==> src/rtl/fxp_div_pkg.sv <==
// Shared constants and state encoding for the sequential fixed-point divider.
package fxp_div_pkg;
   localparam int DEF_DATA_W = 16;
   localparam int DEF_PROD_W = 32;
   localparam int DEF_FRAC_W = 12;
   localparam int CNT_W      = $clog2(DEF_PROD_W);

   localparam logic [DEF_DATA_W-2:0] MAG_MAX = {(DEF_DATA_W-1){1'b1}};

   typedef enum logic [1:0] {
      IDLE,
      CALC,
      DONE
   } state_t;
endpackage

==> src/rtl/fxp_div_step.sv <==
// One restoring-division step: shift in the next dividend bit, subtract when it fits.
module fxp_div_step #(
   parameter int W = 15
) (
   input  logic [W-1:0] rem_i,
   input  logic         bit_i,
   input  logic [W-1:0] div_i,
   output logic [W-1:0] rem_o,
   output logic         q_bit_o
);
   logic [W:0] shifted;
   logic [W:0] diff;

   assign shifted = {rem_i, bit_i};
   assign diff    = shifted - {1'b0, div_i};
   assign q_bit_o = (shifted >= {1'b0, div_i});
   // When no subtraction happens the shifted value is below the divisor, so it fits in W bits.
   assign rem_o   = q_bit_o ? diff[W-1:0] : shifted[W-1:0];
endmodule

==> src/rtl/fxp_div_seq.sv <==
// Sequential restoring divider: two's-complement product-format dividend over a
// sign-magnitude divisor, giving a saturated sign-magnitude quotient in operand format.
module fxp_div_seq
   import fxp_div_pkg::*;
#(
   parameter int DATA_W = DEF_DATA_W,
   parameter int PROD_W = DEF_PROD_W,
   parameter int FRAC_W = DEF_FRAC_W
) (
   input  logic              clk,
   input  logic              rst,
   input  logic              in_valid,
   output logic              in_ready,
   input  logic [PROD_W-1:0] dividend,
   input  logic [DATA_W-1:0] divisor,
   output logic              out_valid,
   input  logic              out_ready,
   output logic [DATA_W-1:0] quotient,
   output logic              ovf,
   output logic              dbz
);
   localparam int MAG_W = DATA_W - 1;
   localparam int CW    = $clog2(PROD_W);

   // Product fractional bits cancel against divisor fractional bits, so no shift is applied.
   if (PROD_W != 2 * DATA_W || FRAC_W >= DATA_W) begin : g_bad_params
      $error("fxp_div_seq: inconsistent width parameters");
   end

   state_t            state_q, state_d;
   logic [CW-1:0]     cnt_q, cnt_d;
   logic              sign_q, sign_d;
   logic [MAG_W-1:0]  div_q, div_d;
   logic [MAG_W-1:0]  rem_q, rem_d;
   logic [PROD_W-1:0] dvd_q, dvd_d;
   logic [PROD_W-1:0] quo_q, quo_d;
   logic [DATA_W-1:0] quot_q, quot_d;
   logic              ovf_q, ovf_d;
   logic              dbz_q, dbz_d;

   logic [MAG_W-1:0]  step_rem;
   logic              step_bit;
   logic [PROD_W-1:0] quo_full;
   logic              sat;
   logic [MAG_W-1:0]  mag_res;
   logic [PROD_W-1:0] dvd_abs;

   fxp_div_step #(.W(MAG_W)) u_step (
      .rem_i   (rem_q),
      .bit_i   (dvd_q[PROD_W-1]),
      .div_i   (div_q),
      .rem_o   (step_rem),
      .q_bit_o (step_bit)
   );

   assign quo_full = {quo_q[PROD_W-2:0], step_bit};
   assign sat      = |quo_full[PROD_W-1:MAG_W];
   assign mag_res  = sat ? {MAG_W{1'b1}} : quo_full[MAG_W-1:0];
   assign dvd_abs  = dividend[PROD_W-1] ? (~dividend + {{(PROD_W-1){1'b0}}, 1'b1}) : dividend;

   assign quotient = quot_q;
   assign ovf      = ovf_q;
   assign dbz      = dbz_q;

   always_comb begin
      state_d   = state_q;
      cnt_d     = cnt_q;
      sign_d    = sign_q;
      div_d     = div_q;
      rem_d     = rem_q;
      dvd_d     = dvd_q;
      quo_d     = quo_q;
      quot_d    = quot_q;
      ovf_d     = ovf_q;
      dbz_d     = dbz_q;
      in_ready  = (state_q == IDLE);
      out_valid = (state_q == DONE);

      case (state_q)
         IDLE: begin
            if (in_valid) begin
               sign_d = dividend[PROD_W-1] ^ divisor[DATA_W-1];
               div_d  = divisor[MAG_W-1:0];
               dvd_d  = dvd_abs;
               rem_d  = '0;
               quo_d  = '0;
               cnt_d  = CW'(PROD_W - 1);
               if (divisor[MAG_W-1:0] == '0) begin
                  state_d = DONE;
                  quot_d  = {sign_d, {MAG_W{1'b1}}};
                  ovf_d   = 1'b1;
                  dbz_d   = 1'b1;
               end else begin
                  state_d = CALC;
               end
            end
         end
         CALC: begin
            rem_d = step_rem;
            dvd_d = {dvd_q[PROD_W-2:0], 1'b0};
            quo_d = quo_full;
            cnt_d = cnt_q - 1'b1;
            // Last step: saturate and fold the sign straight into the output registers.
            if (cnt_q == '0) begin
               state_d = DONE;
               quot_d  = {sign_q & (mag_res != '0), mag_res};
               ovf_d   = sat;
               dbz_d   = 1'b0;
            end
         end
         DONE: begin
            if (out_ready) begin
               state_d = IDLE;
            end
         end
         default: state_d = IDLE;
      endcase
   end

   always_ff @(posedge clk or posedge rst) begin
      if (rst) begin
         state_q <= IDLE;
         cnt_q   <= '0;
         sign_q  <= 1'b0;
         div_q   <= '0;
         rem_q   <= '0;
         dvd_q   <= '0;
         quo_q   <= '0;
         quot_q  <= '0;
         ovf_q   <= 1'b0;
         dbz_q   <= 1'b0;
      end else begin
         state_q <= state_d;
         cnt_q   <= cnt_d;
         sign_q  <= sign_d;
         div_q   <= div_d;
         rem_q   <= rem_d;
         dvd_q   <= dvd_d;
         quo_q   <= quo_d;
         quot_q  <= quot_d;
         ovf_q   <= ovf_d;
         dbz_q   <= dbz_d;
      end
   end
endmodule
==> config.mk <==
export PLATFORM = sky130hd
export DESIGN_NAME = fxp_div_seq
export DESIGN_NICKNAME = d
export VERILOG_FILES = /design/src/rtl/fxp_div_pkg.sv /design/src/rtl/fxp_div_step.sv /design/src/rtl/fxp_div_seq.sv
export SDC_FILE = /design/constraint.sdc
export NUM_CORES = 1
export LEC_CHECK = 0
export CORE_MARGIN = 5
export CORE_UTILIZATION = 51
export CTS_CLUSTER_SIZE = 30
export DETAILED_ROUTE_END_ITERATION = 10
export PLACE_DENSITY = 0.76
export SETUP_SLACK_MARGIN = 0.2
export SKIP_CTS_REPAIR_TIMING = 1
export SYNTH_ARGS = -nofsm -noshare
export SYNTH_HDL_FRONTEND = slang
export SYNTH_SLANG_ARGS = --single-unit
==> constraint.sdc <==
create_clock -name clk -period 3.7 [get_ports clk]
set_clock_uncertainty 0.15 [all_clocks]
set_input_delay 0.555 -clock clk [delete_from_list [all_inputs] [get_ports clk]]
set_output_delay 0.555 -clock clk [all_outputs]
set_load 0.05 [all_outputs]
# --- Yosys cells after proc, flatten, opt, wreduce, memory -nomap -nowiden ---
# Cells that the tools add are included.
# Widths: inputs -> output; s select.
op_classes:
  addsub: 3
  mul: 0
  n_div: 0
  magnitude_cmp: 1
  n_eq_ne: 6
  n_shift: 0
  n_mux: 26
  bitwise_logic: 3
  reduce_logical: 10
ops:
  columns: ["op", "n"]
  rows:
  - ["$mux 32", 2]
  - ["$pmux 32 s2", 1]
  - ["$pmux 31 s2", 1]
  - ["$mux 16", 3]
  - ["$mux 15", 3]
  - ["$add 32x1->32 const B", 1]
  - ["$not 32->32", 1]
  - ["$pmux 16 s2", 1]
  - ["$mux 31", 1]
  - ["$pmux 15 s2", 1]
  - ["$reduce_or 17->1", 1]
  - ["$ge 16x15->1", 1]
  - ["$logic_not 15->1", 1]
  - ["$reduce_bool 15->1", 1]
  - ["$sub 15x15->15", 1]
  - ["$pmux 5 s2", 1]
  - ["$mux 2", 4]
  - ["$pmux 2 s3", 1]
  - ["$logic_not 5->1", 1]
  - ["$mux 5", 1]
  - ["$sub 5x1->5 const B", 1]
  - ["$mux 1", 4]
  - ["$ne 2x1->1 const B", 2]
  - ["$ne 2x2->1 const B", 2]
  - ["other kinds (10)", 12]
totals:
  ff_bits: 119
  latchBits: 0
  mem_bits_rw: 0
  mem_bits_ro: 0
  in_bits: 52
  out_inout_bits: 20
  wordCells: 59
  memories: 0

# --- Longest topological paths before layout ---
# Gate-level depths: netlist (run 1).
logic_depth:
  depth_word: 6
  ltp_mapped: 10
  ltp_nobuf: 9

# --- Hierarchy ---
# From an unflattened synthesis (run 1), not the netlist that was laid out.
unflattened:
  hier_cells: 745
  area_unflattened_um2: 6706.4
by_module_without_submodules:
  columns: ["module", "instances", "cells_per_inst", "area_per_inst_um2", "seq_area_each_um2"]
  rows:
  - ["fxp_div_seq", 1, 582, 5521.5, 2977.9]
  - ["fxp_div_step", 1, 163, 1184.9, 0.0]

# --- Worst setup path before layout (run 1) ---
# No wires, ideal clock.
synth_timing:
  path_kind: "register to register"
  startpoint: "register state_q[0]"
  endpoint: "register dvd_q[2]"
  setup_ps: 133
  arrival_ps: 2304
  required_ps: 3417
  slack_ps: 1113
  path_stages_with_launch: 9
  n_path_buf: 3
  synth_period_minus_slack_ps: 2587
  cell_sequence: "dfrtp_1 -> nor2_1 -> and2_1 -> clkbuf_1 -> nor2_1 -> buf_2 -> buf_1 -> a22oi_1 -> o21ai_0"
synth_between:
  elab_chain_cells: 3
  elab_cells_between_ends: 6
  cone_classes: "eq/ne (2); mux (1); reduce/logical (3)"
synth_rtl:
  columns: ["item", "line_no", "source"]
  rows:
  - ["start: declaration", "fxp_div_seq.sv:30", "state_t state_q, state_d;"]
  - ["start signal: assignment", "fxp_div_seq.sv:133", "state_q <= state_d;"]
  - ["$logic_not 2->1 (*)", null, null]
  - ["net in_ready", "fxp_div_seq.sv:13", "output logic in_ready,"]
  - ["$ne 2x2->1 (no source line) / $reduce_bool 2->1 (equally long branches)", null, null]
  - ["$reduce_and 2->1 (no source line)", null, null]
  - ["end signal: assignment", "fxp_div_seq.sv:138", "dvd_q <= dvd_d;"]
  - ["end: declaration", "fxp_div_seq.sv:35", "logic [PROD_W-1:0] dvd_q, dvd_d;"]
# The timed path passes the listed nets; every way through them passes the cells marked *.
# A chain may end at the register's enable or synchronous reset.

# --- Worst setup path in the final report (run 1) ---
layout_timing:
  startpoint: "register div_q[0]"
  endpoint: "register rem_q[4]"
layout_between:
  elab_chain_cells: 3
  elab_cells_between_ends: 4
  cone_classes: "add/sub (1); order compare (1); mux (2)"
layout_rtl:
  columns: ["item", "line_no", "source"]
  rows:
  - ["start: declaration", "fxp_div_seq.sv:33", "logic [MAG_W-1:0] div_q, div_d;"]
  - ["start signal: assignment", "fxp_div_seq.sv:136", "div_q <= div_d;"]
  - ["$sub 15x15->15 / $ge 16x15->1 (equally long branches)", "fxp_div_step.sv:15, fxp_div_step.sv:16", null]
  - ["$mux 15 (*)", "fxp_div_step.sv:18", "assign rem_o = q_bit_o ? diff[W-1:0] : shifted[W-1:0];"]
  - ["$pmux 15 s2 (*)", "fxp_div_seq.sv:79", "case (state_q)"]
  - ["end signal: assignment", "fxp_div_seq.sv:137", "rem_q <= rem_d;"]
  - ["end: declaration", "fxp_div_seq.sv:34", "logic [MAG_W-1:0] rem_q, rem_d;"]
# Mark *: on every way between the ends. The rest lies on a longest branch, timed or not.

==> flow_summary.yaml, run 1 <==
floorplan:
  rows: 41
  core_um2: 12600
  die_w_um: 123
  die_h_um: 123
  initial_core_util_pct: 51.6
  num_io_pins: 72
  dieArea_um2: 15100
min_path:
  min_from: "div_q[0]"
  hold_class: "flop to flop"
  min_delay_path_depth: 2
clock_tree:
  cts-root-buf: "clkbuf_16"
  cts_tree: "yes"
  clock_latency_ns: 0.42
  htree_levels: 4
  clk_pin_slew_ns: 0.05
  cts_buffers: 17
  cts_buffer_depth: 2
  cts.sink_count: 119
global_route:
  grt_pass1_vias: 5447
  grt.busiest_layer: "met2"
  use_met2_pct: 34.9
  grt.total_usage_pct: 21.7
  grt-ovfl-total: 0
  use_met3_pct: 5.62
  grt_max_degree: 79
  gr-usage-met1_pct: 28.3
  grt_pass1_wl_um: 26000
  antenna_found_initial: 0
critical_path:
  critPathLaunchType: "flop"
  critPathTopFamily: "compound AO/OA/AOI/OAI gates"
  path_buf_inv: 1
  crit_path_cell_trace: "ha_1 -> fa_1 -> nand2b_1 -> a211oi_1 -> nor2_1 -> a31oi_2 -> buf_4 -> mux2i_1 -> o21ai_1"
  end_kind: "flop"
  cp_slowest_stage_delay_ns: 0.40
  arrival_ns: 3.01
  crit_type: "flop to flop"
  worst_ep_required_time_ns: 3.84
  cpMaxStageDelayCell: "fa_1"
  path_depth: 9
  r2r_cells: 9
  crit_path_max_fanout: 10
  crit_start: "div_q[0]"
  timing.rr.start: "div_q[0]"
pwr:
  power.total_mw: 7.42
  irDropWorstVdd_mv: 0.466
  p_per_area_nw_per_um2: 927
  p_leak_nw: 3.32
place:
  numPortBuffers: 71
  routabilityCongestion: 0.921
  dp.cells: 924
  place_hpwl_um: 10500
  pre_cts_slack_ns: 0.676
detailed_routing:
  vias: 5507
  routed_via_density: 5.76
  routed_wl_um: 15300
  ant_nets: 0
  drt_iter0_markers: 345
  drc_errors: 0
  firstDrtPassIters: 5
  wl_per_cell_um: 16.0
yosys:
  synthCells: 707
  synthArstFlopShare_pct: 100
  yosysSeqAreaShare_pct: 45.9
  synth.area.mux_share_pct: 2.99
  synth_edf_count: 0
  netlist_area_um2: 6490
  syn_nets: 778
  synth-simple-area-share_pct: 18.0
  synth_xor_area_share_pct: 4.72
  ys_ff_latch: 119
  yosysWarningCount: 0
  postSynthAreaPerCell_um2: 9.18
  ys_types: 60
  synth_top_family_by_area: "compound AO/OA/AOI/OAI gates"
  synth-compound-area-share_pct: 20.5
  yosys.area_share.adder_pct: 3.78
  synth_flop_cell: "dfrtp_1"
final_layout:
  nets: 842
  drive_gt1_share_pct: 8.67
  syn2layout_area_growth_pct: 23.4
  diodes: 0
  final_cell_count_no_fill: 956
sta:
  setup_viol: 0
  slew-limit-headroom_pct: 35.7
  finalHoldViolCount: 0
  max_freq_mhz: 348
  fin_crit_ns: 2.87
  rsz0062_at_grt: "no"
  setup-tns-final_ns: 0
  fin_crit_sh_pct: 77.6
  slew_violations: 0
  tightest_slew_ns: 0.965
  setup_ws_ns: 0.829
run_status:
  outcome: "finished clean"
run:
  maxCapViolCount: 0
## final timing paths
kind,to,slack (ns)
max in group asynchronous,rem_q[6],2.11
min reg2reg,div_q[0],0.33
min,div_q[0],0.33
min in group asynchronous,dvd_q[7],0.48
max reg2reg,rem_q[4],0.83
max,rem_q[4],0.83
## cell usage in the layout, fill, tap and decap left out, types with 11 or more instances in the layout
| cell | count |
|---|---|
| o21ai_0 | 73 |
| o21ai_1 | 24 |
| clkdlybuf4s50_1 | 71 |
| nand2_1 | 116 |
| a22oi_1 | 19 |
| nor4_1 | 11 |
| inv_1 | 24 |
| xor2_1 | 20 |
| mux2i_1 | 16 |
| clkbuf_16 | 17 |
| nand3_1 | 18 |
| xnor2_1 | 15 |
| ha_1 | 18 |
| nor2_1 | 24 |
| buf_4 | 13 |
| o22a_1 | 15 |
| dfrtp_1 | 119 |
| a21oi_1 | 27 |
## state kept, by name (all words and copies together) (netlist names)
signal,count
cnt_q,5
div_q,15
quo_q,31
sign_q,1
quotient,16
ovf,1
rem_q,15
dbz,1
state_q,2
dvd_q,32
## cells by family after synthesis
group | after synthesis
muxes | 19
AOI/OAI and AO/OA | 213
adders and majority gates | 19
DFF | 119
buffers and inverters | 65
and+or+nand+nor | 237
xor gates and xnor gates | 35
## per-stage QoR
step | hold WS [ns] | cell area, µm² | utilization, %
after floorplan | 0.301 | 6490 | -
after global routing | 0.362 | 8010 | 63.7
after global placement | 0.322 | 7390 | 58.8
after detailed placement | 0.323 | 7390 | 58.8
after CTS | 0.336 | 8010 | 63.7
final | 0.334 | 8010 | 63.7
## worst register-to-register path, stage by stage, from the launching register on
cell,delay [ns]
dfrtp_1,0.37
ha_1,0.23
fa_1,0.40
nand2b_1,0.20
a211oi_1,0.29
nor2_1,0.13
a31oi_2,0.37
buf_4,0.29
mux2i_1,0.23
o21ai_1,0.07
## final cells by class
class | count | area [µm²]
inverters | 25 | 97.6
multi-input cells | 523 | 3270
repair buffers | 85 | 828
clock buffers | 17 | 425
well taps | 172 | 215
clock inverters | 15 | 193
flip-flops and latches | 119 | 2980
fillers | 1029 | 4560
## power breakdown
group	switching, mW	total (mW)	internal, mW
registers	0.342	2.15	1.81
logic	2.08	3.54	1.46
clock network	0.646	1.72	1.07
total	3.07	7.42	4.35
## cells in the mapped netlist (6+ instances only)
| cell | number | share of area, % |
|---|---|---|
| a21oi_1 | 27 | 2.1 |
| a22o_1 | 7 | 0.94 |
| a22oi_1 | 19 | 2.2 |
| and3_1 | 6 | 0.58 |
| clkbuf_1 | 29 | 1.7 |
| dfrtp_1 | 119 | 46 |
| ha_1 | 18 | 3.5 |
| inv_1 | 25 | 1.4 |
| mux2i_1 | 16 | 2.5 |
| nand2_1 | 116 | 6.7 |
| nand3_1 | 18 | 1.4 |
| nor2_1 | 25 | 1.4 |
| nor2b_1 | 11 | 1.1 |
| nor3_1 | 10 | 0.77 |
| nor4_1 | 11 | 1.1 |
| o211ai_1 | 6 | 0.69 |
| o21a_1 | 10 | 1.2 |
| o21ai_0 | 73 | 5.6 |
| o21ai_1 | 24 | 1.9 |
| o22a_1 | 15 | 2.0 |
| or4_1 | 6 | 0.69 |
| xnor2_1 | 15 | 2.0 |
| xor2_1 | 20 | 2.7 |
## routing by layer
metal  vias to the layer above  share of wire, %  wire length, µm
li1                       2662                 -                -
met1                      2667                44             6800
met2                       157                48             7420
met3                        21               5.5              839
met4                         0               1.7              262
met5                         -                 0                0
(Power assumes the default switching activity.)
==> inputs of run 2 (changes only) <==
==> constraint.sdc (replaced) <==
create_clock -name clk -period 2.3 [get_ports clk]
set_clock_uncertainty 0.15 [all_clocks]
set_input_delay 0.345 -clock clk [delete_from_list [all_inputs] [get_ports clk]]
set_output_delay 0.345 -clock clk [all_outputs]
set_load 0.05 [all_outputs]
==> flow_summary.yaml, run 2 (synthesized netlist as in run 1, its figures left out) <==
run_status:
  outcome: "complete, but fails checks"
  violations: "negative setup slack"
run:
  maxCapViolCount: 0
final_layout:
  diodes: 0
  drive_gt1_share_pct: 21.0
  final_common_cell: "dfrtp_1"
  final_cell_mix: "119 x dfrtp_1, 115 x nand2_1, 97 x buf_4, 72 x o21ai_0, 42 x clkdlybuf4s50_1"
  fin_util_pct: 71.5
  design_area_um2: 8990
  nets: 934
  largest_reg_flops: 32
  top_register: "dvd_q"
  fillers: 857
  syn2layout_area_growth_pct: 38.5
sta:
  slew_violations: 0
  fin_crit_ns: 2.52
  rsz0062_at_grt: "yes"
  fin_crit_sh_pct: 109
  max_freq_mhz: 397
  slew-limit-headroom_pct: 65.6
  setup_viol: 18
  setup_ws_ns: -0.216
  finalHoldViolCount: 0
  tightest_slew_ns: 0.515
place:
  pre_cts_slack_ns: -0.434
  place_hpwl_um: 11800
  routabilityCongestion: 0.875
  numPortBuffers: 71
  dpl-instance-area_um2: 8120
clock_tree:
  htree_levels: 4
  clock_latency_ns: 0.41
  cts_buffer_depth: 2
  cts_buffers: 17
  cts.sink_count: 119
  cts-root-buf: "clkbuf_16"
  clk_pin_slew_ns: 0.06
  cts_tree: "yes"
floorplan:
  die_h_um: 123
  initial_core_util_pct: 51.6
  num_io_pins: 72
  rows: 41
  dieArea_um2: 15100
  die_w_um: 123
  core_um2: 12600
critical_path:
  end_kind: "flop"
  worst_ep_required_time_ns: 2.48
  crit_path_max_fanout: 7
  arrival_ns: 2.69
  crit_type: "flop to flop"
  critPathLaunchType: "flop"
detailed_routing:
  routed_wl_um: 17400
  firstDrtPassIters: 6
  routed_via_density: 5.75
  wl_met1_um: 7420
  top_layer: "met4"
  vias: 6028
  dr_wl_met2_um: 8690
  wl_per_cell_um: 16.6
  wl_met3_um: 913
  drc_errors: 0
  drt_iter0_markers: 422
  ant_nets: 0
global_route:
  grt_pass1_vias: 5852
  grt_max_degree: 53
  grt_pass1_wl_um: 27700
  antenna_found_initial: 0
  grt-ovfl-total: 0
  grt.total_usage_pct: 23.1
pwr:
  irDropWorstVdd_mv: 0.984
  p_leak_nw: 3.99
  power.total_mw: 13.5
  p_per_area_nw_per_um2: 1500
min_path:
  hold_class: "input port to flop"
-- run 2: cell count changes in the layout (fill, tap and decap cells not counted), sizes merged --
cell and change:
buf +94, dlymetal6s2s +27, clkinvlp -1, bufinv -1, clkdlybuf4s50 -29, inv -6
clkbuf +6, clkinv +2
-- run 2: path summary, 6_finish.rpt --
check	startpoint	endpoint	slack, ns	cells past startpoint
setup / recovery	dvd_q[31]	rem_q[11]	-0.22	10
hold / removal	dividend[18]	dvd_q[18]	0.19	4
setup reg to reg	dvd_q[31]	rem_q[11]	-0.22	10
hold reg to reg	ovf	ovf	0.34	1
max in group asynchronous	rst	div_q[2]	1.48	3
min in group asynchronous	rst	quotient[13]	0.24	3
-- run 2: layer usage --
layer | up-vias | GRT usage, %
li1 | 2845 | -
met1 | 2939 | 30.1
met2 | 205 | 38.6
met3 | 39 | 4.24
met4 | 0 | 8.75
met5 | - | 0
-- run 2: power by group --
group	switching (mW)	total (mW)	internal [mW]
sequential	0.595	3.51	2.92
clock	0.915	2.55	1.64
combinational	4.01	7.40	3.39
total	5.52	13.5	7.95
-- run 2: layout make-up --
class                   instances  area, µm²  area share, %
flip-flops and latches        119       2980           33.1
inverters                      25       97.6           1.09
repair buffers                177       1670           18.6
multi-input cells             523       3460           38.5
clock buffers                  23        468           5.21
well taps                     172        215           2.39
clock inverters                 9        100           1.11
-- run 2: through the flow --
stage                     hold slack [ns]  setup TNS [ns]  instances
after global placement              0.327           -8.00       1006
after detailed placement            0.333          -10.16       1006
after CTS                           0.243           -3.71       1038
after floorplan                     0.300          -0.107        707
after global routing                0.208           -4.57       1048
final                               0.186           -2.60       1048
-- run 2: critical path: stages (launching register included) --
cell      delay, ns
dfrtp_1        0.37
inv_2          0.07
ha_4           0.17
fa_2           0.36
nand2b_4       0.17
a211oi_4       0.30
nor2_2         0.10
a31oi_4        0.19
buf_6          0.17
mux2_4         0.30
o211ai_1       0.08
==> inputs of run 3 (changes only) <==
--- a/config.mk
+++ b/config.mk
@@ -6,12 +6,13 @@
 export NUM_CORES = 1
 export LEC_CHECK = 0
 export CORE_MARGIN = 5
-export CORE_UTILIZATION = 51
+export CORE_UTILIZATION = 56
 export CTS_CLUSTER_SIZE = 30
 export DETAILED_ROUTE_END_ITERATION = 10
-export PLACE_DENSITY = 0.76
+export PLACE_DENSITY = 0.79
 export SETUP_SLACK_MARGIN = 0.2
 export SKIP_CTS_REPAIR_TIMING = 1
+export SKIP_LAST_GASP = 1
 export SYNTH_ARGS = -nofsm -noshare
 export SYNTH_HDL_FRONTEND = slang
 export SYNTH_SLANG_ARGS = --single-unit
==> constraint.sdc (replaced) <==
create_clock -name clk -period 3.1 [get_ports clk]
set_clock_uncertainty 0.15 [all_clocks]
set_input_delay 0.465 -clock clk [delete_from_list [all_inputs] [get_ports clk]]
set_output_delay 0.465 -clock clk [all_outputs]
set_load 0.05 [all_outputs]
==> flow_summary.yaml, run 3 (synthesized netlist as in run 1, its figures left out) <==
sta:
  setup_viol: 0
  fin_crit_sh_pct: 88.1
  slew-limit-headroom_pct: 55.1
  slew_violations: 0
  setup-tns-final_ns: 0
  fin_crit_ns: 2.73
  rsz0062_at_grt: "no"
  finalHoldViolCount: 0
  tightest_slew_ns: 0.670
  max_freq_mhz: 366
  setup_ws_ns: 0.368
detailed_routing:
  drt_iter0_markers: 369
  routed_via_density: 5.88
  ant_nets: 0
  dr_wl_met2_um: 7330
  top_layer: "met4"
  wl_per_cell_um: 16.2
  wl_met1_um: 6810
  routed_wl_um: 15100
  drc_errors: 0
  firstDrtPassIters: 5
  wl_met3_um: 646
  vias: 5459
floorplan:
  die_h_um: 118
  initial_core_util_pct: 57.1
  die_w_um: 118
  num_io_pins: 72
  core_um2: 11400
  rows: 39
  dieArea_um2: 13800
final_layout:
  top_register: "dvd_q"
  nets: 843
  final_cell_mix: "119 x dfrtp_1, 116 x nand2_1, 73 x o21ai_0, 71 x clkdlybuf4s50_1, 27 x a21oi_1"
  diodes: 0
  fillers: 894
  final_common_cell: "dfrtp_1"
  final_cell_count_no_fill: 928
  largest_reg_flops: 32
  fin_util_pct: 70.4
  drive_gt1_share_pct: 8.66
  syn2layout_area_growth_pct: 23.4
global_route:
  grt_max_degree: 120
  grt_pass1_wl_um: 26300
  grt.total_usage_pct: 22.6
  antenna_found_initial: 0
  grt_pass1_vias: 5631
  grt-ovfl-total: 0
pwr:
  p_switching_mw: 3.60
  p_sw_share_pct: 40.2
  seqPwrFrac_pct: 29.0
  combPwrFrac_pct: 47.7
  clkPwrFrac_pct: 23.3
  p_leak_nw: 3.35
  irDropWorstVdd_mv: 0.695
  power.total_mw: 8.94
  p_per_area_nw_per_um2: 1120
  intPower_mw: 5.34
critical_path:
  cp_slowest_stage_delay_ns: 0.52
  crit_path_max_fanout: 4
  crit_type: "flop to flop"
  end_kind: "flop"
  crit_path_cell_trace: "ha_1 -> fa_1 -> nand2b_1 -> a211oi_2 -> o21bai_1 -> nor3b_1 -> or4_1 -> o21ai_1"
  cpMaxStageDelayCell: "or4_1"
  arrival_ns: 2.91
  critPathLaunchType: "flop"
  worst_ep_required_time_ns: 3.28
place:
  numPortBuffers: 71
  dp.cells: 896
  pre_cts_slack_ns: 0.191
  routabilityCongestion: 0.897
  place_hpwl_um: 10300
clock_tree:
  clock_latency_ns: 0.41
  cts_buffers: 17
  cts-root-buf: "clkbuf_16"
  cts_buffer_depth: 2
  cts.sink_count: 119
  htree_levels: 4
  cts_tree: "yes"
  clk_pin_slew_ns: 0.05
run_status:
  outcome: "finished clean"
min_path:
  hold_class: "flop to flop"
run:
  maxCapViolCount: 0
run 3: path summary, 6_finish.rpt:
kind / startpoint / slack [ns] / cells past startpoint / end
max in group asynchronous: rst / 1.89 / 3 / div_q[5]
min reg2reg: ovf / 0.34 / 1 / ovf
max reg2reg: div_q[0] / 0.37 / 8 / rem_q[12]
max: div_q[0] / 0.37 / 8 / rem_q[12]
min: ovf / 0.34 / 1 / ovf
min in group asynchronous: rst / 0.44 / 3 / ovf
run 3: power groups by stage:
| stage | clock network, mW | registers, mW | logic (mW) |
|---|---|---|---|
| after floorplan | 0 | 2.53 | 3.21 |
| after global placement | 0 | 2.57 | 4.07 |
| after detailed placement | 0 | 2.60 | 4.19 |
| after CTS | 2.12 | 2.59 | 4.25 |
| after global routing | 2.18 | 2.67 | 4.78 |
| final | 2.08 | 2.60 | 4.26 |
run 3: area by class of cell:
class | instances | area, µm² | share of cell area (%)
multi-input combinational | 523 | 3270 | 40.9
sequential | 119 | 2980 | 37.2
timing repair buffer | 86 | 848 | 10.6
clock buffer | 23 | 488 | 6.09
tap | 143 | 179 | 2.23
clock inverter | 9 | 145 | 1.81
inverter | 25 | 97.6 | 1.22
run 3: per-stage QoR:
stage / cell area [µm²] / hold slack (ns)
after floorplan: 6490 / 0.301
after global placement: 7370 / 0.327
after detailed placement: 7370 / 0.331
after CTS: 8000 / 0.343
after global routing: 8010 / 0.347
final: 8010 / 0.339
run 3: critical path, delay by kind of cell (launching register included):
family          cells  cell delay [ns]
simple gates        3             0.92
fa+ha+maj           2             0.63
compound gates      3             0.56
flops               1             0.39
run 3: metal layers:
layer  vias up  track usage (%)
met1      2624             30.1
met3        23             5.00
met2       146             36.2
met4         0             8.75
li1       2666                -
met5         -                0
